File: config.mk
export PLATFORM = sky130hd
export DESIGN_NAME = seven_segment_mux
export DESIGN_NICKNAME = d
export VERILOG_FILES = /design/src/rtl/sevseg_pkg.sv /design/src/rtl/hex_to_seg.sv /design/src/rtl/seven_segment_mux.sv
export SDC_FILE = /design/constraint.sdc
export NUM_CORES = 1
export LEC_CHECK = 0
export CORE_MARGIN = 8
export CORE_UTILIZATION = 55
export CTS_CLUSTER_SIZE = 28
export DETAILED_ROUTE_END_ITERATION = 8
export GPL_TIMING_DRIVEN = 0
export HOLD_SLACK_MARGIN = 0.03
export PLACE_DENSITY = 0.79
export SETUP_SLACK_MARGIN = 0.05
export SYNTH_ARGS = -nofsm -noshare
export SYNTH_HDL_FRONTEND = slang
export SYNTH_SLANG_ARGS = --single-unit
File: constraint.sdc
create_clock -name clock -period 4.1 [get_ports clock]
set_input_delay 1.025 -clock clock [delete_from_list [all_inputs] [get_ports clock]]
set_output_delay 1.025 -clock clock [all_outputs]
set_load 0.02 [all_outputs]
File: src/rtl/sevseg_pkg.sv
// Shared constants for the seven-segment scanner: hex glyph table ({g..a}, active-high)
// and sizing helper.
package sevseg_pkg;

  localparam logic [6:0] SEG_OFF = 7'h00;

  localparam logic [6:0] GLYPH [16] = '{
    7'h3F, 7'h06, 7'h5B, 7'h4F, 7'h66, 7'h6D, 7'h7D, 7'h07,
    7'h7F, 7'h6F, 7'h77, 7'h7C, 7'h39, 7'h5E, 7'h79, 7'h71
  };

  // Width needed to count 0..n-1, never below one bit.
  function automatic int unsigned cnt_width(input int unsigned n);
    int unsigned w;
    w = $clog2(n);
    return (w == 0) ? 1 : w;
  endfunction

endpackage

File: src/rtl/hex_to_seg.sv
// Combinational hex nibble to seven-segment glyph ({g,f,e,d,c,b,a}, active-high).
module hex_to_seg
  import sevseg_pkg::*;
(
  input  logic [3:0] i_nibble,
  output logic [6:0] o_seg_c
);

  assign o_seg_c = GLYPH[i_nibble];

endmodule

File: src/rtl/seven_segment_mux.sv
// Time-multiplexed N-digit seven-segment driver with frame-boundary load update.
// Optional leading-zero blanking when SEVSEG_LZB_EN is defined.
module seven_segment_mux
  import sevseg_pkg::*;
#(
  parameter int unsigned NUM_DIGITS     = 4,
  parameter int unsigned CLK_DIV        = 1000,
  parameter bit          SEG_ACTIVE_LOW = 1'b1,
  parameter bit          AN_ACTIVE_LOW  = 1'b1
) (
  input  logic                    clock,
  input  logic                    reset,
  input  logic [4*NUM_DIGITS-1:0] io_value,
  input  logic [NUM_DIGITS-1:0]   io_blank,
  input  logic [NUM_DIGITS-1:0]   io_dp,
  input  logic                    io_load,
  input  logic                    io_enable,
  output logic [6:0]              io_seg,
  output logic                    io_dp_out,
  output logic [NUM_DIGITS-1:0]   io_an,
  output logic                    io_pending
);

  localparam int unsigned CW = cnt_width(CLK_DIV);
  localparam int unsigned IW = cnt_width(NUM_DIGITS);
  localparam int unsigned VW = 4 * NUM_DIGITS;

  localparam logic [NUM_DIGITS-1:0] AN_PIN_OFF  = {NUM_DIGITS{AN_ACTIVE_LOW}};
  localparam logic [6:0]            SEG_PIN_OFF = SEG_OFF ^ {7{SEG_ACTIVE_LOW}};
  localparam logic                  DP_PIN_OFF  = SEG_ACTIVE_LOW;

  logic [CW-1:0]         r_cnt;
  logic [IW-1:0]         r_idx;
  logic                  r_pend;
  logic [VW-1:0]         r_sh_value;
  logic [NUM_DIGITS-1:0] r_sh_blank;
  logic [NUM_DIGITS-1:0] r_sh_dp;
  logic [VW-1:0]         r_act_value;
  logic [NUM_DIGITS-1:0] r_act_blank;
  logic [NUM_DIGITS-1:0] r_act_dp;

  logic                  w_tick;
  logic                  w_last;
  logic                  w_frame;
  logic [CW-1:0]         w_cnt_nxt;
  logic [IW-1:0]         w_idx_nxt;
  logic                  w_pend_nxt;
  logic [VW-1:0]         w_act_value_nxt;
  logic [NUM_DIGITS-1:0] w_act_blank_nxt;
  logic [NUM_DIGITS-1:0] w_act_dp_nxt;

  logic [3:0]            w_nib;
  logic                  w_blank;
  logic                  w_dp;
  logic                  w_lzb;
  logic [NUM_DIGITS-1:0] w_an;
  logic [6:0]            w_glyph;
  logic [6:0]            w_seg_lit;

  // Scan timing and frame-boundary handoff of the shadow into the active registers
  always_comb begin
    w_tick          = io_enable && (r_cnt == CW'(CLK_DIV - 1));
    w_last          = (r_idx == IW'(NUM_DIGITS - 1));
    w_frame         = w_tick && w_last;
    w_cnt_nxt       = r_cnt;
    w_idx_nxt       = r_idx;
    w_pend_nxt      = r_pend;
    w_act_value_nxt = r_act_value;
    w_act_blank_nxt = r_act_blank;
    w_act_dp_nxt    = r_act_dp;

    if (io_enable) begin
      w_cnt_nxt = w_tick ? '0 : r_cnt + CW'(1);
    end
    if (w_tick) begin
      w_idx_nxt = w_last ? '0 : r_idx + IW'(1);
    end
    if (io_load) begin
      w_pend_nxt = 1'b1;
    end
    if (w_frame) begin
      w_pend_nxt = 1'b0;
      if (io_load) begin
        w_act_value_nxt = io_value;
        w_act_blank_nxt = io_blank;
        w_act_dp_nxt    = io_dp;
      end else if (r_pend) begin
        w_act_value_nxt = r_sh_value;
        w_act_blank_nxt = r_sh_blank;
        w_act_dp_nxt    = r_sh_dp;
      end
    end
  end

  // Select the digit that will be lit after this edge
  always_comb begin
    w_nib   = '0;
    w_blank = 1'b1;
    w_dp    = 1'b0;
    w_lzb   = 1'b0;
    w_an    = '0;
    for (int unsigned i = 0; i < NUM_DIGITS; i++) begin
      if (w_idx_nxt == IW'(i)) begin
        w_nib   = w_act_value_nxt[4*i +: 4];
        w_blank = w_act_blank_nxt[i];
        w_dp    = w_act_dp_nxt[i];
        w_an[i] = 1'b1;
`ifdef SEVSEG_LZB_EN
        w_lzb   = (i > 0) && ((w_act_value_nxt >> (4*i)) == VW'(0));
`else
        w_lzb   = 1'b0;
`endif
      end
    end
  end

  hex_to_seg u_hex_to_seg (
    .i_nibble (w_nib),
    .o_seg_c  (w_glyph)
  );

  assign w_seg_lit  = (w_blank || w_lzb) ? SEG_OFF : w_glyph;
  assign io_pending = r_pend;

  always_ff @(posedge clock or posedge reset) begin
    if (reset) begin
      r_cnt       <= '0;
      r_idx       <= '0;
      r_pend      <= 1'b0;
      r_sh_value  <= '0;
      r_sh_blank  <= '1;
      r_sh_dp     <= '0;
      r_act_value <= '0;
      r_act_blank <= '1;
      r_act_dp    <= '0;
    end else begin
      r_cnt       <= w_cnt_nxt;
      r_idx       <= w_idx_nxt;
      r_pend      <= w_pend_nxt;
      r_act_value <= w_act_value_nxt;
      r_act_blank <= w_act_blank_nxt;
      r_act_dp    <= w_act_dp_nxt;
      if (io_load) begin
        r_sh_value <= io_value;
        r_sh_blank <= io_blank;
        r_sh_dp    <= io_dp;
      end
    end
  end

  // Pin drivers with polarity applied; dark whenever the scan is disabled
  always_ff @(posedge clock or posedge reset) begin
    if (reset) begin
      io_an     <= AN_PIN_OFF;
      io_seg    <= SEG_PIN_OFF;
      io_dp_out <= DP_PIN_OFF;
    end else if (io_enable) begin
      io_an     <= w_an ^ {NUM_DIGITS{AN_ACTIVE_LOW}};
      io_seg    <= w_seg_lit ^ {7{SEG_ACTIVE_LOW}};
      io_dp_out <= w_dp ^ SEG_ACTIVE_LOW;
    end else begin
      io_an     <= AN_PIN_OFF;
      io_seg    <= SEG_PIN_OFF;
      io_dp_out <= DP_PIN_OFF;
    end
  end

endmodule

==> results of run 1 <==
==> power breakdown <==
group | switching [uW] | internal [uW]
Sequential | 47.3 | 785
Clock | 250 | 297
Combinational | 85.3 | 97.1
Total | 382 | 1180
==> critical path, delay by kind of cell <==
family,cells,cell delay [ps]
AND/OR/NAND/NOR,3,490
multiplexers,4,1190
buffers and inverters,7,1190
adder cells (fa/ha/maj),1,280
==> state kept, by name, summed over array words and instances (netlist names) <==
register,cells
r_act_value,16
r_sh_value,16
r_cnt,10
io_seg,7
io_an,4
r_act_blank,4
r_act_dp,4
r_sh_blank,4
r_sh_dp,4
r_idx,2
io_dp_out,1
io_pending,1
==> final cells by class <==
cell class | count | area (um2) | area share, %
sequential | 73 | 1850 | 45.0
multi-input combinational | 172 | 1420 | 34.4
timing repair buffer | 43 | 420 | 10.2
clock buffer | 13 | 149 | 3.62
buffer | 13 | 97.6 | 2.37
tap | 75 | 93.8 | 2.28
inverter | 12 | 50.0 | 1.22
clock inverter | 3 | 40.0 | 0.972
==> layer usage <==
layer	part of all wire (%)	global-route usage (%)	vias to the layer above
met5	0	0	-
met4	2.5	9.36	0
met3	3.5	3.33	15
met2	51	27.5	36
met1	43	20.1	1144
li1	-	-	1059
==> what timing repair did <==
item                                    CTS  global route
gates resized for setup                   1             8
endpoints found under the setup margin    1             1
setup buffers                             3             1
==> stage by stage <==
step / setup WS (ps) / hold WS (ps) / util (%) / total power [uW]
floorplan: 286 / 451 / - / 955
global placement: -525 / 470 / 65.1 / 1010
detailed placement: -586 / 476 / 65.1 / 1030
CTS: 53.2 / 489 / 68.7 / 1580
global route: 65.3 / 508 / 69.1 / 1640
finish: 177 / 491 / 69.1 / 1560
==> cells by family (layout without fill, tap and decap cells) <==
logic type	after synthesis	in the layout	synth area share, %
AND/OR/NAND/NOR	72	72	10.9
adder cells (fa/ha/maj)	8	8	2.95
flip-flops	73	73	54.6
XOR/XNOR	6	6	1.55
buffers and inverters	25	84	4.06
multiplexers	54	54	19.2
AO/OA/AOI/OAI	32	32	6.75
==> path summary, 6_finish.rpt <==
check	from	to	slack, ps	cells past startpoint
setup / recovery	io_enable	io_seg[3]$_DFF_PP1_	180	15
hold / removal	r_act_value[5]$_DFF_PP0_	r_act_value[5]$_DFF_PP0_	490	1
setup reg to reg	r_cnt[0]$_DFFE_PP0P_	io_seg[3]$_DFF_PP1_	630	16
hold reg to reg	r_act_value[5]$_DFF_PP0_	r_act_value[5]$_DFF_PP0_	490	1
max in group asynchronous	reset	r_act_value[14]$_DFF_PP0_	2310	2
min in group asynchronous	reset	r_sh_value[9]$_DFFE_PP0P_	1200	2
==> synthesized netlist by cell type (all sizes together) <==
cell,n
a211oi,1
a21oi,9
a22oi,3
a31oi,1
a41o,1
and2,1
and2b,1
and3,5
and4,2
and4b,2
and4bb,1
buf,8
clkbuf,5
clkinv,1
dfrtp,53
dfstp,20
ha,8
inv,11
mux2,35
mux2i,17
mux4,2
nand2,18
nand2b,1
nand3,11
nand3b,1
nand4,2
nand4b,1
nor2,23
nor2b,1
o211ai,1
o21a,2
o21ai,3
o221ai,3
o22a,4
o22ai,1
o2bb2ai,3
or3,2
xnor2,4
xor2,2
==> layout by cell type, fill, tap and decap left out, types with 3 or more instances in the layout <==
cell type	n
sky130_fd_sc_hd__clkdlybuf4s50_1	39
sky130_fd_sc_hd__o21ai_0	3
sky130_fd_sc_hd__o221ai_1	3
sky130_fd_sc_hd__mux2i_4	3
sky130_fd_sc_hd__mux2_2	35
sky130_fd_sc_hd__xnor2_1	4
sky130_fd_sc_hd__dfstp_2	20
sky130_fd_sc_hd__a22oi_1	3
sky130_fd_sc_hd__o2bb2ai_1	3
sky130_fd_sc_hd__nand2_1	18
sky130_fd_sc_hd__o22a_1	4
sky130_fd_sc_hd__dfrtp_1	53
sky130_fd_sc_hd__nor2_1	23
sky130_fd_sc_hd__buf_4	6
sky130_fd_sc_hd__clkbuf_1	7
sky130_fd_sc_hd__ha_1	8
sky130_fd_sc_hd__a21oi_1	9
sky130_fd_sc_hd__nand3_1	11
sky130_fd_sc_hd__and3_1	3
sky130_fd_sc_hd__mux2i_1	12
sky130_fd_sc_hd__clkbuf_8	10
sky130_fd_sc_hd__inv_1	8
==> summary.md, run 1 <==
For this run, the total global-route usage over all layers was measured as 16.7%. Setup violations remaining at the end of the flow were counted as 0. The distinct cell type count after synthesis is 48, and the largest fanout of any net on the critical path is 10. In the routed design, unresolved DRC markers number 0. The detail route stage leaves a number of antenna-violating nets equal to 0. The signal on the critical path passes through clkdlybuf4s50_1 > and2_1 > clkbuf_4 > and3_4 > buf_12 > mux2i_4 > inv_4 > buf_6 > mux2i_1 > mux2i_2 > inv_2 > ha_1 > inv_1 > mux4_2 > nand2b_1. TritonCTS built the clock tree. The via count of the first global-routing pass was 2,390. After floorplanning, the core was divided into 28 placement rows. In this run the tightest slew margin relative to its limit is 41.8%. The count of final max-slew check failures was 0. The kind of start point of the critical path was an input port.

During synthesis, Yosys emitted a total of 0 warnings. In this run, placement finished with an instance count of 384. HPWL after detailed placement: 4690 um. Data on the critical path arrives at its endpoint at 4190 ps. The die is 94.5 um wide. In the final design database the tool counted 360 nets. The final instance count without filler cells was 404; the flop and latch count out of synthesis was 73. Setup repair after global routing left no endpoint under its margin. The logs give 2,254 for the via count and 8940 um2 for the full die area. The root buffer cell chosen for the clock tree is sky130_fd_sc_hd__clkbuf_8. The worst setup path is captured at a flop.

The run gives 3 as the H-tree level count. At the end of routability-driven placement, the weighted congestion stood at 0.831. The post-route netlist has 29.8% of its cells at a drive strength greater than 1. The time the final worst path needs with I/O delays and setup came out at 3920 ps. For the net count of the mapped netlist, the log shows 306. The mapped netlist covers 3390 um2. The logs give 7.11 ps for the worst clock skew on the final layout and 0.00176 uW for the leakage power summed over all cells. In the final timing run, aggregate negative setup slack is 0 ps. The first-pass iteration count of the detailed router is 4, and the largest incremental delay on the critical path is 520 ps. 41 I/O pins were placed. The final design instance area without fill is 4120 um2. Placement-stage cell area: 3880 um2. Summed over all instances, the cell type with the most area after synthesis is sky130_fd_sc_hd__dfrtp_1.

The required arrival time at the worst endpoint is 4360 ps. Ranked by total cell area, the synthesized netlist is headed by sky130_fd_sc_hd__dfrtp_1, sky130_fd_sc_hd__dfstp_2, sky130_fd_sc_hd__mux2_2, sky130_fd_sc_hd__mux2i_1, sky130_fd_sc_hd__ha_1. The top-area cell type share of the netlist area came out at 39.1%.

In this run the power density over the cells is 379 nW/um2. For the wire length of the first global-routing pass, the log shows 11,500 um. The cell with the largest stage delay on the worst path is sky130_fd_sc_hd__clkdlybuf4s50_1.

The synthesized netlist cell count came out at 270. Summed over all layers, the routed wires come to 6840 um. Derived from the worst setup path, the maximum achievable clock frequency is 0.255 GHz.

Buffers inserted during clock tree synthesis total 9. The measured slew at the worst slew-check pin is 874 ps. Summing the sequential cell areas from Yosys gives 54.6% of the chip area. Across the run, the number of max-cap violations was 0. The number of hold violations in the final report is 0, and the first-iteration detailed-routing DRC count is 89. The initial antenna violation count came out at 0. The number of antenna repair diodes came out at 0. The largest net degree at the start of global routing is 74, and the maximum VDD drop is 0.000232 V. From bottom edge to top edge, the die measures 94.5 um. The run finished with clean final reports.

The post-detailed-route wirelength per cell works out to 16.9 um. The clock passes through at most 2 buffers. Buffers placed on the I/O ports in this run total 39. The ratio of final minimum period to clock period is 95.7%. The tools report the total congestion overflow after global routing as 0.

Clock-pin slew was measured on the worst setup and hold paths at 70 ps. The path class of the tightest hold or removal check is flop to flop. Dividing the synthesized area by the synthesized cell count gives 12.6 um2. Once the floorplan was initialized, standard cells occupied 57.0% of the core. The layout has 425 filler cells. Clock tree synthesis found a total of 73 sinks. The area growth from synthesis to layout is 21.4%. The vias per cell is 5.58, and the count of hold-fix buffers inserted at cts is 0. The worst setup path is of the input port to flop kind. Clock latency on the worst-skew pair, taken at its later pin, is 340 ps.

The run gives 5960 um2 as the area of the core.
(Power assumes the default switching activity.)
==> run 2: changes to the inputs <==
- CORE_UTILIZATION: 55 -> 58
- CTS_BUF_LIST: default -> sky130_fd_sc_hd__clkbuf_2
- PLACE_DENSITY: 0.79 -> 0.83
==> summary.md, run 2 (synthesized netlist as in run 1, its figures left out) <==
In this run the horizontal extent of the chip is 92.5 um. Compared with the post-synthesis result, the final layout area differs by 19.5%. On the final layout, the worst clock skew is 12.5 ps. In the layout the commonest cells are sky130_fd_sc_hd__dfrtp_1, sky130_fd_sc_hd__clkdlybuf4s50_1, sky130_fd_sc_hd__mux2_2, sky130_fd_sc_hd__nor2_1, sky130_fd_sc_hd__dfstp_2.

The logs give 2,282 for the via count of the first global-routing pass and 0 for the number of hold violations in the final report. The power density of the placed cells is 357 nW/um2, and the wire length of the first global-routing pass is 10,600 um. TritonCTS built the clock tree. Cells with a size suffix above 1 make up 30.0% of the layout. The largest individual stage delay along the critical path comes from the cell sky130_fd_sc_hd__clkdlybuf4s50_1. The cell repeated most along the worst path is sky130_fd_sc_hd__inv_1.

On the worst path, the slowest cell contributes a delay of 540 ps. For the pin with the worst max-slew slack, the measured transition is 860 ps. The floorplan step defined a die boundary enclosing 8550 um2. The largest registers in the layout are r_act_value (16), r_sh_value (16), r_cnt (10). The tools report the H-tree level count as 3. The row count is 28.

Measured against its own limit, the worst slew margin works out to 42.6%. Clock-pin slew was measured on the worst setup and hold paths at 190 ps. Routed signal wires occupy layers up through met4. The most common cell after layout, fill and taps aside is sky130_fd_sc_hd__dfrtp_1. The worst setup path is captured at a flop.

For the filler cell count, the log shows 410. The cell family contributing the most delay on the critical path is buffers and inverters. With fillers left out, the area of the finished cells amounts to 4050 um2. STA puts the critical path data required time at 4510 ps. The number of clock buffers added by TritonCTS is 9. The initial antenna violation count is 0.

Leaving out filler cells and counting taps, the final layout contains 405. The logs give 0 for the number of nets still failing antenna checks after routing and 0 for the total congestion overflow after global routing. Max-cap violations in this run came to 0. Setup repair after global routing left no endpoint under its margin.

Setup violations remaining at the end of the flow were counted as 0. The tools report the kind of start point of the critical path as an input port. The post-detailed-route wirelength per cell is 16.1 um. In this run the tool buffered the top-level ports with 39 buffer cells. The last weighted congestion value of the routability-driven placer was 0.780. The vertical die dimension is 92.5 um. After detailed placement, the total cell area comes to 3880 um2.

The tools report the first-iteration detailed-routing DRC count as 72. The flow ran to the end, and the final reports show no timing, DRC or antenna violations. The logs give 73 for the total clock sinks and 2 for the number of buffers between clock root and the deepest sink. The run gives 0 as the detailed-route DRC error count. Global routing consumed, over all layers together, 15.7% of the routing resources. After detailed routing, the met2 layer carries 3200 um of wire. Entering global routing, the biggest net connects 74 pins.

Summed over all nets, wire length on met3 after detailed routing comes to 158 um. The count of final max-slew check failures is 0, and the time the final worst path needs with I/O delays and setup is 3930 ps. In this run the static leakage power is 0.00175 uW. The number of buffers and inverters on the critical path is 7.

The worst path uses 95.8% of the clock period. The initial utilization of the core area, before any placement, comes to 58.7%. The number of antenna diodes in the final layout is 0. The final layout net count is 361, and the vias per cell is 5.44. The area of the core is 5780 um2. The insertion delay to the later sink of the worst-skew pair came out at 470 ps. The critical path class was input port to flop.

The final route contains 2,203 vias. The largest fanout of any net on the critical path works out to 10. The data arrival time of the critical path is 4340 ps.

Number of placed instances with taps included: 384. Based on the critical path, the design can be clocked at up to 0.255 GHz. CTS placed an instance of sky130_fd_sc_hd__clkbuf_2 at the clock tree root. For this block, wires on met1 add up to 3000 um.

For the maximum VDD drop, the log shows 0.000217 V. The first-pass iteration count of the detailed router is 4, and the HPWL after detailed placement is 4580 um. For this design the top-level I/O count stands at 41.

The signal on the critical path passes through clkdlybuf4s50_1 > and2_1 > buf_2 > and3_4 > buf_12 > mux2i_4 > clkinv_2 > buf_6 > mux2i_1 > mux2i_2 > inv_1 > ha_1 > inv_1 > mux4_2 > nand2b_1. The run gives 6520 um as the overall routed net length. In this run, post-CTS hold repair placed 0 buffers. The tightest min-delay check is of the flop to flop type.
-- run 2: final timing paths --
path / start / endpoint / slack [ps] / depth (start not counted)
setup / recovery: io_enable / io_seg[3]$_DFF_PP1_ / 170 / 15
hold / removal: r_cnt[2]$_DFFE_PP0P_ / r_cnt[2]$_DFFE_PP0P_ / 520 / 1
setup reg to reg: r_cnt[0]$_DFFE_PP0P_ / io_seg[3]$_DFF_PP1_ / 530 / 16
hold reg to reg: r_cnt[2]$_DFFE_PP0P_ / r_cnt[2]$_DFFE_PP0P_ / 520 / 1
max in group asynchronous: reset / r_sh_value[7]$_DFFE_PP0P_ / 2490 / 2
min in group asynchronous: reset / r_act_value[9]$_DFF_PP0_ / 1050 / 2
-- run 2: where the power goes --
group	total (uW)	switching [uW]	internal, uW
sequential	830	45.4	785
clock	441	239	201
combinational	177	81.8	95.6
total	1450	366	1080
-- run 2: layout make-up --
cell class	instances	area [um2]	area share, %
Clock inverter	6	82.6	2.04
Clock buffer	10	50.0	1.23
Multi-Input combinational cell	172	1410	34.7
Timing Repair Buffer	44	428	10.6
Sequential cell	73	1850	45.7
Inverter	12	48.8	1.20
Tap cell	75	93.8	2.32
Buffer	13	91.3	2.25
-- run 2: per-layer routing --
metal	global-route usage (%)	up-vias
met3	2.67	11
met4	8.99	0
met2	25.6	31
met5	0	-
li1	-	1063
met1	19.3	1098
-- run 2: what timing repair did --
item,CTS,global route
endpoints found under the setup margin,1,1
resized for setup,1,0
buffers inserted,1,4
-- run 2: through the flow --
stage | util (%) | power, uW | hold slack, ps | setup WS (ps) | setup TNS (ps)
after floorplan | - | 955 | 451 | 286 | 0
after global placement | 67.1 | 1010 | 470 | -556 | -1190
after detailed placement | 67.1 | 1020 | 481 | -554 | -1220
after CTS | 69.6 | 1470 | 516 | 103 | 0
after global routing | 70.1 | 1520 | 531 | 43.1 | 0
final | 70.1 | 1450 | 516 | 173 | 0
==> run 3: changes to the inputs <==
- CORE_MARGIN: 8 -> default
==> summary.md, run 3 (synthesized netlist as in run 1, its figures left out) <==
For the wire length of the first global-routing pass, the log shows 10,700 um. The number of antenna repair diodes is 0, and the ratio of final minimum period to clock period is 95.4%. The wire-length estimate of the detail-placed layout is 4300 um. Largest fanout of any net on the critical path: 10. The tools report the number of buffers between clock root and the deepest sink as 2. The count of final max-slew check failures is 0.

The area growth from synthesis to layout was 18.7%. Setup repair after global routing left no endpoint under its margin. Hold is met by 502 ps. Dividing total power by cell area gives a power density of 346 nW/um2. After global routing the overflow that remains totals 0. Fill cells in the final layout number 392. Data arrival time of the critical path: 4340 ps. Critical path capture point type: a flop. The logs give 0.256 GHz for the highest clock rate and 0 for the number of nets still failing antenna checks after routing.

The largest single stage delay on the critical path is 530 ps. The die is 78.5 um wide. The cell at the root of the clock tree is sky130_fd_sc_hd__clkbuf_2. The share of final-layout standard cells stronger than drive strength 1 is 29.9%. The area taken by flip-flops and latches was 1850 um2; the vias per cell was 5.53.

The run gives 27 as the row count. The H-tree level count was 3. VDD sags by at most 0.000179 V.

Clock edge transition at the registers on the reported setup and hold paths: 180 ps. Utilization of the core after routing: 72.3%. The path class of the lowest-slack min-delay path was flop to flop. The total area inside the core boundary comes to 5570 um2. The logs give 60.9% for the initial core utilization and 4530 ps for the required arrival time at the worst endpoint. The logs give 3870 um2 for the placement-stage cell area and 1410 um2 for the multi-input gate area in the final layout. Cell with the largest stage delay on the worst path: sky130_fd_sc_hd__clkdlybuf4s50_1. The summed negative setup slack over all endpoints is 0 ps.

The number of hold buffers added after CTS was 0. The number of buffers created by CTS is 9. 41 I/O pins were placed. Across every metal layer, demand over resource in global routing totals 23.2%.

In the routed design, unresolved DRC markers number 0. The run finished with clean final reports. The routed design has 6330 um of wire. For the pin with the worst max-slew slack, the measured transition is 870 ps.

The critical path in this run is classified as input port to flop. Clock latency on the worst-skew pair, taken at its later pin, is 490 ps. Detailed routing inserted a total of 2,229 vias. The leakage power summed over all cells came out at 0.00174 uW.

The initial antenna violation count is 0. In this run the vertical extent of the chip is 78.5 um. After routing the design area is 4030 um2. The final layout net count came out at 362. The library cells used most frequently in the layout, excluding fill and tap cells, are sky130_fd_sc_hd__dfrtp_1, sky130_fd_sc_hd__clkdlybuf4s50_1, sky130_fd_sc_hd__mux2_2, sky130_fd_sc_hd__nor2_1, sky130_fd_sc_hd__dfstp_2. The finished layout holds 403 standard cells, fillers aside. The full die area came out at 6160 um2. Time the final worst path needs with I/O delays and setup: 3910 ps. The tool flagged a number of max-cap violations equal to 0. Counting stages on the worst path, the most repeated cell is sky130_fd_sc_hd__inv_1.

The first-pass iteration count of the detailed router came out at 4. Measured against its own limit, the worst slew margin works out to 42.0%. After detailed routing, the average wire length per cell comes to 15.7 um. Clock skew on the completed layout was measured at 16.0 ps. TritonCTS built the clock tree. For the number of hold violations in the final report, the log shows 0.

The largest registers in the layout are r_act_value (16), r_sh_value (16), r_cnt (10). Routability-driven placement finished with a final weighted congestion of 0.786. The library cell used most frequently in the layout, excluding fill and tap cells, is sky130_fd_sc_hd__dfrtp_1. The logs give 74 for the largest net degree at the start of global routing and 165 for the first-iteration detailed-routing DRC count. The tools report the kind of start point of the critical path as an input port.

Port buffering added 39 buffers. The number of placed instances, taps included, is 381. The number of instances on the worst hold path is 1, and the cell count of the worst reg-to-reg path is 16. Walking the worst path, the cells encountered are clkdlybuf4s50_1 > and2_1 > buf_2 > and3_4 > buf_12 > mux2i_4 > clkinv_2 > buf_6 > mux2i_1 > mux2i_2 > inv_1 > ha_1 > inv_1 > mux4_2 > nand2b_1. The tools report the via count of the first global-routing pass as 2,236. Setup violations remaining at the end of the flow were counted as 0. The clock net in this run drives a total of 73 sinks.
## run 3: area by class of cell
class,instances,share of cell area (%)
well taps,72,2.24
plain buffers,13,2.27
clock buffers,12,1.49
inverters,12,1.21
flip-flops and latches,73,46.0
repair buffers,45,10.8
multi-input cells,172,34.9
clock inverters,4,1.09
## run 3: worst paths after layout
kind / from / to / slack (ps)
max: io_enable / io_seg[3]$_DFF_PP1_ / 190
min: r_cnt[2]$_DFFE_PP0P_ / r_cnt[2]$_DFFE_PP0P_ / 500
max reg2reg: r_cnt[0]$_DFFE_PP0P_ / io_seg[3]$_DFF_PP1_ / 560
min reg2reg: r_cnt[2]$_DFFE_PP0P_ / r_cnt[2]$_DFFE_PP0P_ / 500
max in group asynchronous: reset / r_sh_value[10]$_DFFE_PP0P_ / 2480
min in group asynchronous: reset / r_sh_value[1]$_DFFE_PP0P_ / 1030
## run 3: power by group
| group | switching, uW | total (uW) | leakage [uW] | internal, uW |
|---|---|---|---|---|
| Combinational | 83.2 | 179 | 0.000782 | 95.5 |
| Sequential | 45.8 | 831 | 0.000888 | 785 |
| Clock | 240 | 385 | 0.0000734 | 145 |
## run 3: critical path, delay by kind of cell
family / cells / cell delay (ps)
simple gates: 3 / 510
mux: 4 / 1150
fa+ha+maj: 1 / 300
buf+inv: 7 / 1350
## run 3: per-layer routing
metal	routed length (um)	up-vias	track usage, %
met4	115	0	10.0
met3	157	11	3.84
met2	3070	34	38.3
met1	2990	1116	30.3
li1	-	1068	-
met5	0	-	0
## run 3: timing repair
action / CTS / global route
endpoints found under the hold margin: 0 / 0
buffers inserted: 3 / 3
endpoints found under the setup margin: 1 / 1
gates resized for setup: 1 / 0
## run 3: per-stage QoR
stage | power, uW | setup slack, ps
floorplan | 955 | 286
global placement | 1010 | -518
detailed placement | 1020 | -591
CTS | 1400 | 221
global route | 1460 | 50.5
finish | 1390 | 187
